$ cat src/rtl/program_loader_if.sv
// Byte-stream in / instruction-memory write port of the program loader.
// master = loader side, slave = receiver + memory side.
interface program_loader_if #(
    parameter int LEN      = 32,
    parameter int ADDR_LEN = 10
);
    logic [7:0]          rx_data;
    logic                rx_valid;
    logic                mem_we;
    logic [ADDR_LEN-1:0] mem_addr;
    logic [LEN-1:0]      mem_wdata;

    modport master (input rx_data, rx_valid, output mem_we, mem_addr, mem_wdata);
    modport slave  (output rx_data, rx_valid, input mem_we, mem_addr, mem_wdata);
endinterface

$ cat src/rtl/program_loader.sv
// Packs received bytes big-endian into words and writes them from address 0 until HALT_WORD.
// Optional trailing XOR checksum byte with PROGRAM_LOADER_CHECKSUM_EN defined.
module program_loader #(
    parameter int             LEN       = 32,
    parameter int             ADDR_LEN  = 10,
    parameter logic [LEN-1:0] HALT_WORD = 32'hFFFF_FFFF
) (
    input  logic             clk,
    input  logic             reset,
    input  logic             start,
    program_loader_if.master bus,
    output logic             pipe_enable,
    output logic             busy,
    output logic             error
);
`ifdef PROGRAM_LOADER_CHECKSUM_EN
    typedef enum logic [2:0] {IDLE, LOAD, WRITE, DONE, ERROR, CHECK} state_t;
`else
    typedef enum logic [2:0] {IDLE, LOAD, WRITE, DONE, ERROR} state_t;
`endif

    localparam logic [ADDR_LEN-1:0] ADDR_MAX = '1;

    state_t         state;
    logic [LEN-9:0] shreg;
    logic [1:0]     byte_cnt;
    logic [LEN-1:0] word_next;
`ifdef PROGRAM_LOADER_CHECKSUM_EN
    logic [7:0]     xor_acc;
`endif

    assign word_next = {shreg, bus.rx_data};

    always_ff @(posedge clk or negedge reset) begin
        if (!reset) begin
            state         <= IDLE;
            shreg         <= '0;
            byte_cnt      <= '0;
            bus.mem_we    <= 1'b0;
            bus.mem_addr  <= '0;
            bus.mem_wdata <= '0;
            pipe_enable   <= 1'b0;
            busy          <= 1'b0;
            error         <= 1'b0;
`ifdef PROGRAM_LOADER_CHECKSUM_EN
            xor_acc       <= '0;
`endif
        end else begin
            bus.mem_we <= 1'b0;
            // start wins over everything; a byte in the start cycle is dropped
            if (start) begin
                state        <= LOAD;
                shreg        <= '0;
                byte_cnt     <= '0;
                bus.mem_addr <= '0;
                pipe_enable  <= 1'b0;
                error        <= 1'b0;
                busy         <= 1'b1;
`ifdef PROGRAM_LOADER_CHECKSUM_EN
                xor_acc      <= '0;
`endif
            end else begin
                case (state)
                    LOAD: if (bus.rx_valid) begin
                        shreg    <= word_next[LEN-9:0];
                        byte_cnt <= byte_cnt + 2'd1;
`ifdef PROGRAM_LOADER_CHECKSUM_EN
                        xor_acc  <= xor_acc ^ bus.rx_data;
`endif
                        if (byte_cnt == 2'd3) begin
                            bus.mem_wdata <= word_next;
                            bus.mem_we    <= 1'b1;
                            state         <= WRITE;
                        end
                    end
                    WRITE: begin
                        if (bus.mem_wdata == HALT_WORD) begin
                            busy <= 1'b0;
`ifdef PROGRAM_LOADER_CHECKSUM_EN
                            // a byte arriving right behind the halt word is the checksum
                            if (bus.rx_valid) begin
                                state       <= (bus.rx_data == xor_acc) ? DONE : ERROR;
                                pipe_enable <= (bus.rx_data == xor_acc);
                                error       <= (bus.rx_data != xor_acc);
                            end else begin
                                state <= CHECK;
                            end
`else
                            state       <= DONE;
                            pipe_enable <= 1'b1;
`endif
                        end else if (bus.mem_addr == ADDR_MAX) begin
                            state <= ERROR;
                            error <= 1'b1;
                            busy  <= 1'b0;
                        end else begin
                            bus.mem_addr <= bus.mem_addr + ADDR_LEN'(1);
                            state        <= LOAD;
                            // keep full-rate streams lossless: this byte starts the next word
                            if (bus.rx_valid) begin
                                shreg    <= word_next[LEN-9:0];
                                byte_cnt <= 2'd1;
`ifdef PROGRAM_LOADER_CHECKSUM_EN
                                xor_acc  <= xor_acc ^ bus.rx_data;
`endif
                            end
                        end
                    end
`ifdef PROGRAM_LOADER_CHECKSUM_EN
                    CHECK: if (bus.rx_valid) begin
                        state       <= (bus.rx_data == xor_acc) ? DONE : ERROR;
                        pipe_enable <= (bus.rx_data == xor_acc);
                        error       <= (bus.rx_data != xor_acc);
                    end
`endif
                    default: ;
                endcase
            end
        end
    end
endmodule

$ cat src/flat_wrapper.sv
// flat-port wrapper written by rule: the top's interface ports become plain ports
module program_loader_flat 
#(
    parameter int             LEN       = 32,
    parameter int             ADDR_LEN  = 10,
    parameter logic [LEN-1:0] HALT_WORD = 32'hFFFF_FFFF
)
  (clk, reset, start, pipe_enable, busy, error, bus_rx_data, bus_rx_valid, bus_mem_we, bus_mem_addr, bus_mem_wdata);
  program_loader_if #(.LEN(LEN), .ADDR_LEN(ADDR_LEN)) bus_i ();
  input  logic clk;
  input  logic reset;
  input  logic start;
  output logic pipe_enable;
  output logic busy;
  output logic error;
  input wire logic [$bits(bus_i.rx_data)-1:0] bus_rx_data;
  input wire logic [$bits(bus_i.rx_valid)-1:0] bus_rx_valid;
  output wire logic [$bits(bus_i.mem_we)-1:0] bus_mem_we;
  output wire logic [$bits(bus_i.mem_addr)-1:0] bus_mem_addr;
  output wire logic [$bits(bus_i.mem_wdata)-1:0] bus_mem_wdata;
  assign bus_i.rx_data = bus_rx_data;
  assign bus_i.rx_valid = bus_rx_valid;
  assign bus_mem_we = bus_i.mem_we;
  assign bus_mem_addr = bus_i.mem_addr;
  assign bus_mem_wdata = bus_i.mem_wdata;
  program_loader #(.LEN(LEN), .ADDR_LEN(ADDR_LEN), .HALT_WORD(HALT_WORD)) u_core (.clk(clk), .reset(reset), .start(start), .bus(bus_i), .pipe_enable(pipe_enable), .busy(busy), .error(error));
endmodule
$ cat config.mk
export PLATFORM = sky130hd
export DESIGN_NAME = program_loader_flat
export DESIGN_NICKNAME = d
export VERILOG_FILES = /design/src/rtl/program_loader_if.sv /design/src/rtl/program_loader.sv /design/src/flat_wrapper.sv
export SDC_FILE = /design/constraint.sdc
export NUM_CORES = 1
export LEC_CHECK = 0
export ABC_AREA = 0
export CAP_MARGIN = 20
export CORE_MARGIN = 5
export CORE_UTILIZATION = 52
export DETAILED_ROUTE_END_ITERATION = 8
export MAX_ROUTING_LAYER = met4
export PLACE_DENSITY = 0.79
export RECOVER_POWER = 50
export SYNTH_ARGS = -nofsm -noshare
export SYNTH_HDL_FRONTEND = slang
export SYNTH_SLANG_ARGS = --single-unit
$ cat constraint.sdc
create_clock -name clk -period 2.45 [get_ports clk]
set_input_delay 0.49 -clock clk [delete_from_list [all_inputs] [get_ports clk]]
set_output_delay 0.49 -clock clk [all_outputs]
set_load 0.02 [all_outputs]
* Word-level counts from Yosys, hierarchy flattened
Cells that the tools add are included.
W data, S select, Z words.
** Operators by class
- $add $sub $neg :: 2
- Equality and inequality tests :: 12
- Muxes and demuxes :: 36
- Bitwise operators :: 1
- Reduce and logical (&&, ||, !) cells :: 13
** Operator list (count)
- $mux W24 :: 4
- $pmux W24 S2 :: 1
- $mux W10 :: 4
- $eq A32 B32 Y1 const B :: 1
- $mux W1 :: 15
- $mux W3 :: 5
- $ne A3 B3 Y1 const B :: 4
- $reduce_and A3 Y1 :: 4
- $add A10 B1 Y10 const B :: 1
- $eq A10 B10 Y1 const B :: 1
- $mux W2 :: 5
- $pmux W3 S2 :: 1
- $reduce_bool A2 Y1 :: 3
- $reduce_bool A3 Y1 :: 2
- $reduce_and A5 Y1 :: 1
- $ne A2 B2 Y1 const B :: 2
- $pmux W2 S2 :: 1
- $reduce_and A2 Y1 :: 2
- $reduce_and A4 Y1 :: 1
- $eq A3 B1 Y1 const B :: 1
- $eq A3 B2 Y1 const B :: 1
- $ne A3 B2 Y1 const B :: 1
- $add A2 B1 Y2 const B :: 1
- $eq A2 B2 Y1 const B :: 1
- $not A1 Y1 :: 1
** Storage, ports and cells
- Register bits after elaboration :: 75
- Input bits :: 12
- Output and inout bits :: 46
- Word-level logic and storage cells :: 73

* Longest topological paths before layout
- Word-level depth :: 5
- Depth in mapped cells :: 8

* Least setup slack after synthesis
Ideal clock, no wire load.
- Path type :: flip-flop to flip-flop
- From :: register u_core.bus.mem_addr[0]
- To :: register u_core.bus.mem_addr[7]
- Setup time :: 0.128 ns
- Arrival time :: 1.790 ns
- Required time :: 2.322 ns
- Slack :: 0.532 ns
- Cell stages (with the launch flop) :: 7
- Period minus slack after synthesis :: 1.918 ns
- Cells stage by stage :: dfrtp_1 -> ha_1 -> and3_4 -> and3_4 -> buf_6 -> nor4_1 -> mux2_1
** Between the ends
- Longest elaborated chain between the ends :: 5
** Ends and longest elaborated chain
- from (decl) :: RTL line program_loader_if.sv:13 : modport master (input rx_data, rx_valid, output mem_we, mem_addr, mem_wdata);
- from (signal assigned) :: RTL line program_loader.sv:97 : bus.mem_addr <= bus.mem_addr + ADDR_LEN'(1);
- $add A10 B1 Y10 :: RTL line program_loader.sv:97
- $mux W10 :: RTL line program_loader.sv:92 : end else if (bus.mem_addr == ADDR_MAX) begin
- $mux W10 :: RTL line program_loader.sv:77 : if (bus.mem_wdata == HALT_WORD) begin
- $mux W10 :: RTL line program_loader.sv:63 : case (state)
- $mux W10 :: RTL line program_loader.sv:51 : if (start) begin
Parallel ways exist; a longest one is shown, timed or not. The select of a mux whose other input is x is not followed.
A chain may end at the register's enable or synchronous reset.

* Worst setup path in the final report
- From :: input bus_rx_valid
- To :: register u_core.bus.mem_wdata[8]
** Between the ends
- Longest elaborated chain between the ends :: 1
** Ends and longest elaborated chain
- from (decl) :: RTL line flat_wrapper.sv:17 : input wire logic [$bits(bus_i.rx_valid)-1:0] bus_rx_valid;
- $reduce_and A4 Y1 (no source line)
- to (signal assigned) :: RTL line program_loader.sv:71 : bus.mem_wdata <= word_next;
- to (decl) :: RTL line program_loader_if.sv:13
No other way between the ends.

==> results.txt <==
The cell depth of the worst hold path is 2, and the synthesized net count is 349. The netlist area before placement was 3300 um2; the total cell area at the placement stage was 3950 um2. The post-route clock skew is 10.8 ps. After layout, the worst path uses 86.8% of the clock period. In this run the deepest clock path goes through 2 buffers. The tools report the startpoint of the most critical setup path as bus_rx_valid. Among all flip-flop cells after synthesis, the most frequent one is dfrtp_1. The worst reg2reg path depth was 7; the top cell type's share of synthesized area was 56.9%. The height of the die was 89.7 um; the number of H-tree levels was 3. The run gives -20.1% as the max-slew headroom at the worst pin.

The worst setup path is launched from an input port. The tools report the number of antenna violations at the first check in global routing as 0. The clock slew seen by the registers of the worst setup and hold paths works out to 80 ps. Setup repair after global routing left no endpoint under its margin.

Number of buffers added by the clock tree synthesis step: 9. Across all layers, the routed design uses 2,574 vias. The number of resized instances in the post-cts repair step came out at 0. At the end of routability-driven placement, the weighted congestion stood at 0.807.

TritonCTS built the clock tree. Subtracting the final worst setup slack from the clock period gives 2130 ps. Detailed placement ended at an HPWL of 4.93 mm.

The number of DRC violations after detailed routing was 0; the number of enable-type register cells in the synthesized netlist was 0. Once layout is done, the placed cells without fillers occupy 4110 um2. In this run, post-CTS hold repair placed 0 buffers.

In this run the worst path has a maximum fanout of 16. The number of top-level pins was 58; the sequential cell area was 1880 um2. The clock network is responsible for 32.8% of the overall power. The count of buffers added on input and output ports is 57.

The static leakage is 2.00 nW, and the layout cell share with drive strength beyond 1 is 7.54%. The post-synthesis cell type count is 42. Sequential cells account for 52.0% of the total power. The fraction of power consumed by combinational cells was 15.2%; the iteration-0 DRC count of the detailed router was 150. The clock sink total is 75, and the multi-input logic area is 1310 um2. The run gives 2.69 mW as the final total power. For the number of max-cap violations, the log shows 1.

On the final layout, the worst hold slack is 470 ps. Slack of the worst reg-to-reg path: 420 ps. The tools report the worst hold endpoint as u_core.bus.mem_wdata[9].

The synthesized design contains 75 register bits. The core box area was 6280 um2; the number of global-route vias before repair was 2,608. The run gives 0 ps as the aggregate negative setup slack. Summing the sequential cell areas from Yosys gives 56.9% of the chip area. The worst register-to-register path begins at u_core.byte_cnt[1]. The area of the die was 8040 um2; the length of the first detailed-routing pass in iterations was 4. The logs give 0 for the count of antenna diodes in the layout and 0.362 mV for the maximum VDD drop. At the later pin of the worst-skew pair, clock insertion delay measures 350 ps.

The power density over the cells was 654 nW/um2. The path category of the worst min-delay check was reg2reg. The reported net switching power came out at 0.727 mW.

For the pin with the worst max-slew slack, the measured transition is 1800 ps. At the end of the flow, the number of nets in the layout was 408. The required time reported for the critical path endpoint is 2730 ps. The run gives 0 as the final count of hold timing violations. After floorplanning, the core was divided into 29 placement rows. From synthesis to final layout, the design area changed by 24.6%. In the routed layout, each cell is associated on average with a via count of 5.42. The data arrival time at the worst-slack endpoint was 2410 ps. The switching portion of total power was 27.1%; the filler cell count was 500. After technology mapping, the gate count stands at 335.

In this run the critical register-to-register path is captured at u_core.bus.mem_wdata[8]. The run gives 0 as the synthesis warning total. Setup violations remaining at the end of the flow were counted as 0. Once detail routing completed, the nets flagged for antenna violations numbered 0. For the top achievable clock speed, the log shows 0.470 GHz. The tools report the clock root buffer as clkbuf_8.

The starting utilization of the core area is 52.6%, and the horizontal extent of the die is 89.7 um. The run gives 21.1% as the global-route usage over all layers. For the total congestion overflow after global routing, the log shows 0. The first global-routing pass estimated 12.5 mm of wire. Final number of max-transition violations: 76. dfrtp_1 takes more of the synthesized area than any other cell.

The pin count of the biggest net entering global routing was 76. The mean instance size in the synthesized netlist was 9.85 um2. STA classifies the critical path endpoint as a flip-flop.

Summed over all layers, the routed wires come to 7.33 mm. The flow ran to the end, but the final reports show violations. The internal portion of the total power is 1.96 mW.

In the final routed layout, each cell accounts on average for 15.4 um. The worst setup path is of the in2reg kind. By area the synthesized netlist is led by dfrtp_1 57%, nand2_1 15%, mux2i_1 7.3%.

For this run, asynchronously set or reset flops after synthesis account for 100%. The tools report the startpoint of the worst hold path as u_core.shreg[1]. In this run the post-CTS setup repair buffer count came out at 0. The final reports fail on max-capacitance violations, max-slew violations.
==> power groups by stage <==
stage	Clock [mW]	Sequential, mW	Combinational, mW
after floorplan	0	1.49	0.127
after global placement	0	1.42	0.409
after detailed placement	0	1.42	0.417
after CTS	0.892	1.40	0.419
after global routing	0.950	1.41	0.448
final	0.881	1.40	0.408
==> placed cells by master, fill, tap and decap left out, types with 4 or more instances in the layout <==
cell type          n
mux2i_1           24
dfrtp_1           75
a21oi_1           11
nand3_1            8
nand4_1            8
o31ai_1            4
or4_1              4
buf_4              6
nor2_1             7
clkbuf_8          12
clkdlybuf4s50_1   56
nor2b_1            4
nand2_1          131
==> flip-flops by register name, summed over array words and instances, names as in the netlist <==
register / cells
u_core.error: 1
u_core.state: 3
u_core.shreg: 24
u_core.bus.mem_addr: 10
u_core.byte_cnt: 2
u_core.bus.mem_wdata: 32
u_core.bus.mem_we: 1
u_core.pipe_enable: 1
u_core.busy: 1
==> layer usage <==
| metal | GRT usage [%] | share of wire [%] | wire, um | vias up |
|---|---|---|---|---|
| met5 | - | 0 | 0 | - |
| met2 | 32.5 | 48 | 3550 | 59 |
| met4 | 9.88 | 2.0 | 150 | 0 |
| met1 | 27.2 | 45 | 3310 | 1257 |
| li1 | - | - | - | 1245 |
| met3 | 3.83 | 4.3 | 314 | 13 |
==> synthesized netlist by cell type, types with 3 or more instances <==
master and n:
nand2_1 131, dfrtp_1 75, mux2i_1 24, a21oi_1 11
clkbuf_1 11, nand3_1 8, nand4_1 8, nor2_1 7
buf_6 4, nor2b_1 4, o31ai_1 4, or4_1 4
and3_1 3, and3_4 3, mux2_1 3, o21ai_1 3
==> worst max-delay path by stage <==
| stage | slack [ps] | cells past startpoint | end |
|---|---|---|---|
| 6_report | 320 | 7 | u_core.bus.mem_wdata[8] |
| 5_1_grt | 180 | 7 | u_core.bus.mem_wdata[14] |
| 4_1_cts | 450 | 5 | u_core.bus.mem_addr[7] |
| 3_5_place_dp | 220 | 6 | u_core.shreg[9] |
| 3_3_place_gp | 310 | 6 | u_core.shreg[4] |
| 2_1_floorplan | 530 | 6 | u_core.bus.mem_addr[7] |
==> metrics by stage <==
step	setup WS (ps)	util [%]	std cells
6_report	322	65.5	475
5_1_grt	178	65.5	475
4_1_cts	451	65.8	475
3_5_place_dp	224	62.9	460
3_3_place_gp	314	62.9	460
2_1_floorplan	532	-	335
==> logic make-up (layout without fill, tap and decap cells) <==
group	count (synthesis)	count (layout)	share of synthesized area, %
muxes	27	27	8.30
adders and majority gates	2	2	0.758
DFF	75	75	56.9
AOI/OAI and AO/OA	28	28	5.19
buffers and inverters	20	83	3.37
and+or+nand+nor	182	182	25.2
xor gates and xnor gates	1	1	0.265
==> final cells by class <==
cell class | instances | area share [%]
clock buffer | 14 | 4.20
sequential | 75 | 45.6
timing repair buffer | 66 | 15.5
clock inverter | 1 | 0.183
inverter | 2 | 0.183
tap | 77 | 2.34
multi-input combinational | 240 | 31.9
==> critical path, stage by stage <==
cell and delay, ps:
clkdlybuf4s50_1 480, nand4b_1 160, or3_1 410, inv_2 90, clkbuf_1 560, nand2_1 140
nand2_1 90
No activity file was read; power rests on OpenSTA's default activity.
